==> src/rtl/ql_bank_config_ctrl.sv <==
// Bank configuration loader: streams one bit-line row per accepted word,
// strobes the matching word-line, and holds the fabric in reset until the
// whole region is written and a settle delay has elapsed.
module ql_bank_config_ctrl #(
    parameter int BL_WIDTH      = 514,
    parameter int WL_COUNT      = 407,
    parameter int SETUP_CYCLES  = 1,
    parameter int PULSE_CYCLES  = 2,
    parameter int RELEASE_DELAY = 4,
    localparam int ROW_W        = (WL_COUNT > 1) ? $clog2(WL_COUNT) : 1
) (
    input  logic                clk,
    input  logic                reset,
    input  logic                start,
    input  logic                abort,
    input  logic [BL_WIDTH-1:0] cfg_data,
    input  logic                cfg_valid,
    output logic                cfg_ready,
    output logic [0:BL_WIDTH-1] bl,
    output logic [0:WL_COUNT-1] wl,
    output logic [ROW_W-1:0]    row_idx,
    output logic                busy,
    output logic                done,
    output logic                fabric_resetn
);

    // One down-counter serves the setup, pulse and release phases, so it is
    // sized for the longest of the three.
    localparam int CNT_MAX_SP = (SETUP_CYCLES > PULSE_CYCLES) ? SETUP_CYCLES : PULSE_CYCLES;
    localparam int CNT_MAX    = (CNT_MAX_SP > RELEASE_DELAY) ? CNT_MAX_SP : RELEASE_DELAY;
    localparam int CNT_W      = $clog2(CNT_MAX + 1);

    localparam logic [CNT_W-1:0] SETUP_LOAD   = CNT_W'(SETUP_CYCLES - 1);
    localparam logic [CNT_W-1:0] PULSE_LOAD   = CNT_W'(PULSE_CYCLES - 1);
    localparam logic [CNT_W-1:0] RELEASE_LOAD = CNT_W'(RELEASE_DELAY - 1);
    localparam logic [ROW_W-1:0] LAST_ROW     = ROW_W'(WL_COUNT - 1);

    typedef enum logic [2:0] {
        S_IDLE,
        S_LOAD,
        S_SETUP,
        S_PULSE,
        S_HOLD,
        S_RELEASE
    } state_t;

    state_t              state, state_n;
    logic [CNT_W-1:0]    cnt, cnt_n;
    logic [ROW_W-1:0]    row_n;
    logic [0:BL_WIDTH-1] bl_n;
    logic [0:WL_COUNT-1] wl_n;
    logic                ready_n;
    logic                busy_n;
    logic                done_n;
    logic                resetn_n;

    // Register state and every output so the array sees glitch-free drives.
    always_ff @(posedge clk) begin
        if (reset) begin
            state         <= S_IDLE;
            cnt           <= '0;
            row_idx       <= '0;
            bl            <= '0;
            wl            <= '0;
            cfg_ready     <= 1'b0;
            busy          <= 1'b0;
            done          <= 1'b0;
            fabric_resetn <= 1'b0;
        end else begin
            state         <= state_n;
            cnt           <= cnt_n;
            row_idx       <= row_n;
            bl            <= bl_n;
            wl            <= wl_n;
            cfg_ready     <= ready_n;
            busy          <= busy_n;
            done          <= done_n;
            fabric_resetn <= resetn_n;
        end
    end

    // Next-state and next-output logic; abort from any active state wins last.
    always_comb begin
        state_n  = state;
        cnt_n    = cnt;
        row_n    = row_idx;
        bl_n     = bl;
        wl_n     = wl;
        ready_n  = cfg_ready;
        busy_n   = busy;
        done_n   = done;
        resetn_n = fabric_resetn;

        case (state)
            S_IDLE: begin
                if (start) begin
                    state_n  = S_LOAD;
                    ready_n  = 1'b1;
                    busy_n   = 1'b1;
                    done_n   = 1'b0;
                    resetn_n = 1'b0;
                    row_n    = '0;
                end
            end

            S_LOAD: begin
                if (cfg_valid && cfg_ready) begin
                    // cfg_data bit i lands on bl[i]; the two vectors are
                    // declared with opposite ranges, so copy bit by bit.
                    for (int i = 0; i < BL_WIDTH; i++) begin
                        bl_n[i] = cfg_data[i];
                    end
                    ready_n = 1'b0;
                    cnt_n   = SETUP_LOAD;
                    state_n = S_SETUP;
                end
            end

            S_SETUP: begin
                if (cnt == '0) begin
                    state_n = S_PULSE;
                    cnt_n   = PULSE_LOAD;
                    for (int r = 0; r < WL_COUNT; r++) begin
                        wl_n[r] = (row_idx == ROW_W'(r));
                    end
                end else begin
                    cnt_n = cnt - CNT_W'(1);
                end
            end

            S_PULSE: begin
                if (cnt == '0) begin
                    state_n = S_HOLD;
                    wl_n    = '0;
                end else begin
                    cnt_n = cnt - CNT_W'(1);
                end
            end

            S_HOLD: begin
                // bl is still held here so the word-line edge never
                // coincides with a bit-line change.
                if (row_idx == LAST_ROW) begin
                    state_n = S_RELEASE;
                    cnt_n   = RELEASE_LOAD;
                    bl_n    = '0;
                end else begin
                    row_n   = row_idx + ROW_W'(1);
                    state_n = S_LOAD;
                    ready_n = 1'b1;
                end
            end

            S_RELEASE: begin
                if (cnt == '0) begin
                    state_n  = S_IDLE;
                    busy_n   = 1'b0;
                    done_n   = 1'b1;
                    resetn_n = 1'b1;
                    row_n    = '0;
                end else begin
                    cnt_n = cnt - CNT_W'(1);
                end
            end

            default: begin
                state_n = S_IDLE;
            end
        endcase

        if (abort && (state != S_IDLE)) begin
            state_n  = S_IDLE;
            cnt_n    = '0;
            row_n    = '0;
            bl_n     = '0;
            wl_n     = '0;
            ready_n  = 1'b0;
            busy_n   = 1'b0;
            done_n   = 1'b0;
            resetn_n = 1'b0;
        end
    end

endmodule

==> config.mk <==
export PLATFORM = sky130hd
export DESIGN_NAME = ql_bank_config_ctrl
export DESIGN_NICKNAME = d
export VERILOG_FILES = /design/src/rtl/ql_bank_config_ctrl.sv
export SDC_FILE = /design/constraint.sdc
export NUM_CORES = 2
export LEC_CHECK = 0
export CAP_MARGIN = 30
export CELL_PAD_IN_SITES_DETAIL_PLACEMENT = 0
export CELL_PAD_IN_SITES_GLOBAL_PLACEMENT = 1
export CORE_AREA = 5 5 556 558
export CTS_CLUSTER_DIAMETER = 30
export DETAILED_ROUTE_END_ITERATION = 6
export DIE_AREA = 0 0 561 563
export PLACE_DENSITY_LB_ADDON = 0.1
export SLEW_MARGIN = 15
export SYNTH_ARGS = -nofsm -noshare
export SYNTH_HDL_FRONTEND = slang
export SYNTH_SLANG_ARGS = --single-unit
==> constraint.sdc <==
create_clock -name clk -period 3.6 [get_ports clk]
set_clock_uncertainty 0.2 [all_clocks]
set_input_delay 0.72 -clock clk [delete_from_list [all_inputs] [get_ports clk]]
set_output_delay 0.72 -clock clk [all_outputs]
set_load 0.01 [all_outputs]
Word level (Yosys, flattened, before mapping) --
Index checks and enable logic that the tools add are counted.
Word-level totals: register bits 939, bits of input ports 519
Operators by class: $add $sub $neg 2, equality and inequality tests 419, mux-type cells 31, reduce and logical (&&, ||, !) cells 21
Operators by type and width (count):
- $eq 9x9->1 const B | 151
- $eq 9x8->1 const B | 128
- $mux 514 | 2
- $pmux 514 s2 | 1
- $mux 407 | 2
- $pmux 407 s2 | 1
- $eq 9x7->1 const B | 64
- $eq 9x6->1 const B | 32
- $eq 9x5->1 const B | 16
- $eq 9x4->1 const B | 8
- $eq 9x3->1 const B | 4
- $mux 3 | 10
- $mux 9 | 3
- $pmux 9 s3 | 1
- $eq 9x2->1 const B | 2
- $pmux 3 s6 | 1
- $ne 2x2->1 const B | 8
- $pmux 3 s4 | 1
- $reduce_and 4->1 | 3
- $add 9x1->9 const B | 1
- $eq 9x1->1 const B | 1
- $logic_not 9->1 | 1
- $reduce_and 3->1 | 3
- $reduce_bool 3->1 | 3
- 13 further kinds | 26

Depth between registers and ports, before layout --
depth in word-level cells 4, depth in mapped cells 10

Worst setup path after synthesis --
OpenSTA, ideal clock, no wires.
path kind flip-flop to flip-flop, start point register row_idx[0], end point register bl[10] (netlist bit), setup time 0.070 ns, arrival time 2.030 ns, required time 3.330 ns, slack 1.300 ns, stages on the path, launching flop included 11, clock period less this slack 2.300 ns, path through dfxtp_1 -> inv_1 -> ha_1 -> and4b_1 -> and3_1 -> clkbuf_1 -> nor2_2 -> buf_2 -> buf_2 -> nand2_1 -> a21oi_1
On the way: word-level cells in the longest chain between the ends 3
Ends and longest elaborated chain:
- start, declared | line 21 | output logic [ROW_W-1:0] row_idx,
- start signal, assigned | line 72 | row_idx <= row_n;
- $eq 9x9->1 | line 143 | if (row_idx == LAST_ROW) begin
- $ne 2x2->1 (no line)
- $reduce_and 3->1 (no line)
- end signal, assigned | line 73 | bl <= bl_n;
- end, declared | line 19 | output logic [0:BL_WIDTH-1] bl,
Every way passes these cells. A chain may end at the register's enable or synchronous reset.

Final worst setup path --
start point register fabric_resetn, end point output fabric_resetn
RTL lines:
- start, declared | line 24 | output logic fabric_resetn
- start signal, assigned | line 78 | fabric_resetn <= resetn_n;
No word-level cell between the ends.

==> key figures <==
Synthesis
  • Main synth FF type: dfxtp_1
  • Synth top area cells: dfxtp_1 56%, a22oi_1 8.8%, a21oi_1 8.0%
  • Post-synthesis sequential area ratio: 0.5636
  • Post-synth top cells: 939 x dfxtp_1, 544 x nand2_1, 534 x a21oi_1, 522 x nand3_1, 512 x nor2_1
  • Post-Syn Nets: 4463
  • Synthesized area per cell: 8.472 um2
  • Synth Warn #: 0
  • Synth area leader: dfxtp_1
  • EDFF count, synth: 0
  • Share of the synthesized area in the top cell type: 0.5636
  • Cells after Synth: 3937
  • Post-synth ARST share: 0
  • Most frequent cell after synthesis: dfxtp_1
  • Count of cell types in the netlist: 44
  • Synth Cell Area: 33360 um2
  • #FFs+latches synth: 939

Drt
  • DRC Markers: 0
  • Vias per inst: 3.812
  • Final antenna-violating net count: 0
  • Vias post-DR: 37467
  • WL per Instance: 27.94 um
  • DRT Wirelength: 274600 um
  • Initial DRC count: 2329
  • DR pass1 iterations: 5

Timing
  • RSZ-0062 raised after global routing: false
  • Normalized max-slew margin: 0.1318
  • Final Setup Violations: 0
  • Tmin final: 3.274 ns
  • Fin. max-slew vios: 0
  • Final Cycle Share: 0.9095
  • Final hold viol count: 0
  • FMAX: 305.4 MHz
  • Worst-Margin Slew: 1.302 ns
  • Setup TNS: 0 ns

Worst setup path
  • Critical Path Start: fabric_resetn
  • Slowest stage cell, crit path: dfxtp_1
  • Crit path arrival time: 2.35 ns
  • CP bufs+invs: 1
  • CP Cell Sequence: clkdlybuf4s50_1
  • Slowest Stage Delay on Critical Path: 0.79 ns
  • FF-to-FF Start: row_idx[0]
  • Required time of the critical path: 2.68 ns
  • CP startpoint kind: register
  • Crit path capture type: output port
  • CP delay by family, top: flip-flops
  • Crit Path Max Fanout: 4
  • CP Class: reg2out

Die
  • Die area: 315800 um2
  • IO Pins: 1453
  • Initial Utilization: 0.1097
  • Num rows: 203
  • Horiz. Die Dim: 561 um
  • Die boundary height: 563 um
  • Core area: 304000 um2

Clocking
  • CTS tree: done
  • H-tree levels: 5
  • CTS resizes: 0
  • # clock sinks: 939
  • Post-CTS Hold Buffers: 0
  • Clk Latency, worst-skew pair: 0.86 ns
  • Post-CTS setup buffers: 0
  • Clock buffer depth: 4
  • Reg clk slew, reported paths: 0.04 ns
  • CTS buffer count: 379
  • Root Driver: clkbuf_16

Pwr
  • Logic pwr share: 0.048
  • Leak Pwr: 21.98 nW
  • Max IR drop VDD: 375.7 uV
  • Power share of the sequential group: 0.248
  • NetSw: 0.01015 W
  • Design Power: 0.04306 W
  • Internal Power: 0.03291 W
  • Clock Power Share: 0.705
  • P per Cell Area: 659.7 nW/um2
  • Sw Ratio: 0.2357

Finish
  • P&R area growth vs syn: 95.66%
  • Share of cells above drive strength 1: 0.1180
  • Nets: 6046
  • Design area: 65270 um2

Global routing
  • Total global routing track utilization: 0.1639
  • Antenna violations before repair: 163
  • First-pass GRT wire length: 357300 um
  • GR Layer Usage met1: 0.1933
  • Number of global-route vias before repair: 36804
  • Largest net degree at the start of global routing: 199
  • GR Util met2: 0.2759
  • Total grt overflow: 0
  • Met3 usage: 0.06500
  • Busiest grt layer: met2

Placed design
  • Post-DP HPWL: 207100 um
  • Gp weighted congestion: 0.8638
  • IO Port Bufs: 1452
  • Placed cell area: 52980 um2

Hold path
  • HP Start: cfg_data[34]
  • Worst Hold Class: in2reg

Run status
  • Outcome: complete, no violations

Flow run
  • Max Cap Violations: 0
==> power by group through the flow <==
stage | Combinational, W | Clock, W | Sequential, W
global route | 0.00220 | 0.0317 | 0.0107
CTS | 0.00211 | 0.0311 | 0.0107
finish | 0.00206 | 0.0303 | 0.0107
floorplan | 0.000632 | 0 | 0.0109
detailed placement | 0.00210 | 0 | 0.0108
global placement | 0.00211 | 0 | 0.0108
==> state kept, by name, indices dropped and copies added, names as in the netlist <==
| register | flops |
|---|---|
| bl | 514 |
| busy | 1 |
| cfg_ready | 1 |
| cnt | 3 |
| fabric_resetn | 1 |
| row_idx | 9 |
| state | 3 |
| wl | 407 |
==> area by class of cell <==
cell class / count / area, um2
Fill cell: 33245 / 238800
Antenna cell: 25 / 62.56
Multi-Input combinational cell: 2608 / 13050
Sequential cell: 939 / 18800
Clock inverter: 46 / 689.4
Timing Repair Buffer: 1584 / 16110
Tap cell: 3997 / 5001
Clock buffer: 622 / 11530
Inverter: 8 / 30.03
==> placed cells by master, fill, tap and decap left out, types with 6 or more instances in the layout <==
cell type	instances
buf_4	85
dfxtp_1	939
a22oi_1	393
nand2b_1	8
clkinv_2	21
inv_1	8
clkinv_16	14
clkbuf_8	109
diode_2	25
clkbuf_16	381
ha_1	7
a21oi_1	534
or3_1	6
a32oi_1	13
clkbuf_1	132
nand3_1	522
nand2_1	544
and2_1	7
o21ai_0	9
clkdlybuf4s50_1	1452
nor3_1	6
nor2_1	510
buf_12	46
==> metal layers <==
metal / routed length (um) / vias to the layer above
met5: 236 / -
met4: 7719 / 38
met3: 25380 / 547
li1: - / 17010
met2: 131600 / 1732
met1: 109700 / 18140
==> metrics by stage <==
step	hold slack (ns)	util	instances	worst slack (ns)
global placement	0.2376	0.1742	9135	0.4379
CTS	0.07427	0.2145	9804	0.1232
detailed placement	0.2426	0.1743	9136	0.4283
finish	0.1811	0.2147	9829	0.3258
floorplan	0.2363	-	3937	1.300
global route	0.1292	0.2145	9811	0.1963
==> cells by family after synthesis <==
group | Yosys count | share of synthesized area
and+or+nand+nor | 1633 | 0.2090
muxes | 1 | 0.0003001
buffers and inverters | 390 | 0.04726
adders and majority gates | 7 | 0.002626
AOI/OAI and AO/OA | 967 | 0.1772
DFF | 939 | 0.5636
==> worst paths after layout <==
| kind | to | slack (ns) | cells after the start |
|---|---|---|---|
| max | fabric_resetn | 0.33 | 1 |
| min | bl[34] | 0.18 | 3 |
| max reg2reg | bl[401] | 0.55 | 8 |
| min reg2reg | bl[319] | 0.24 | 2 |
Power figures use the tool's default switching activity.
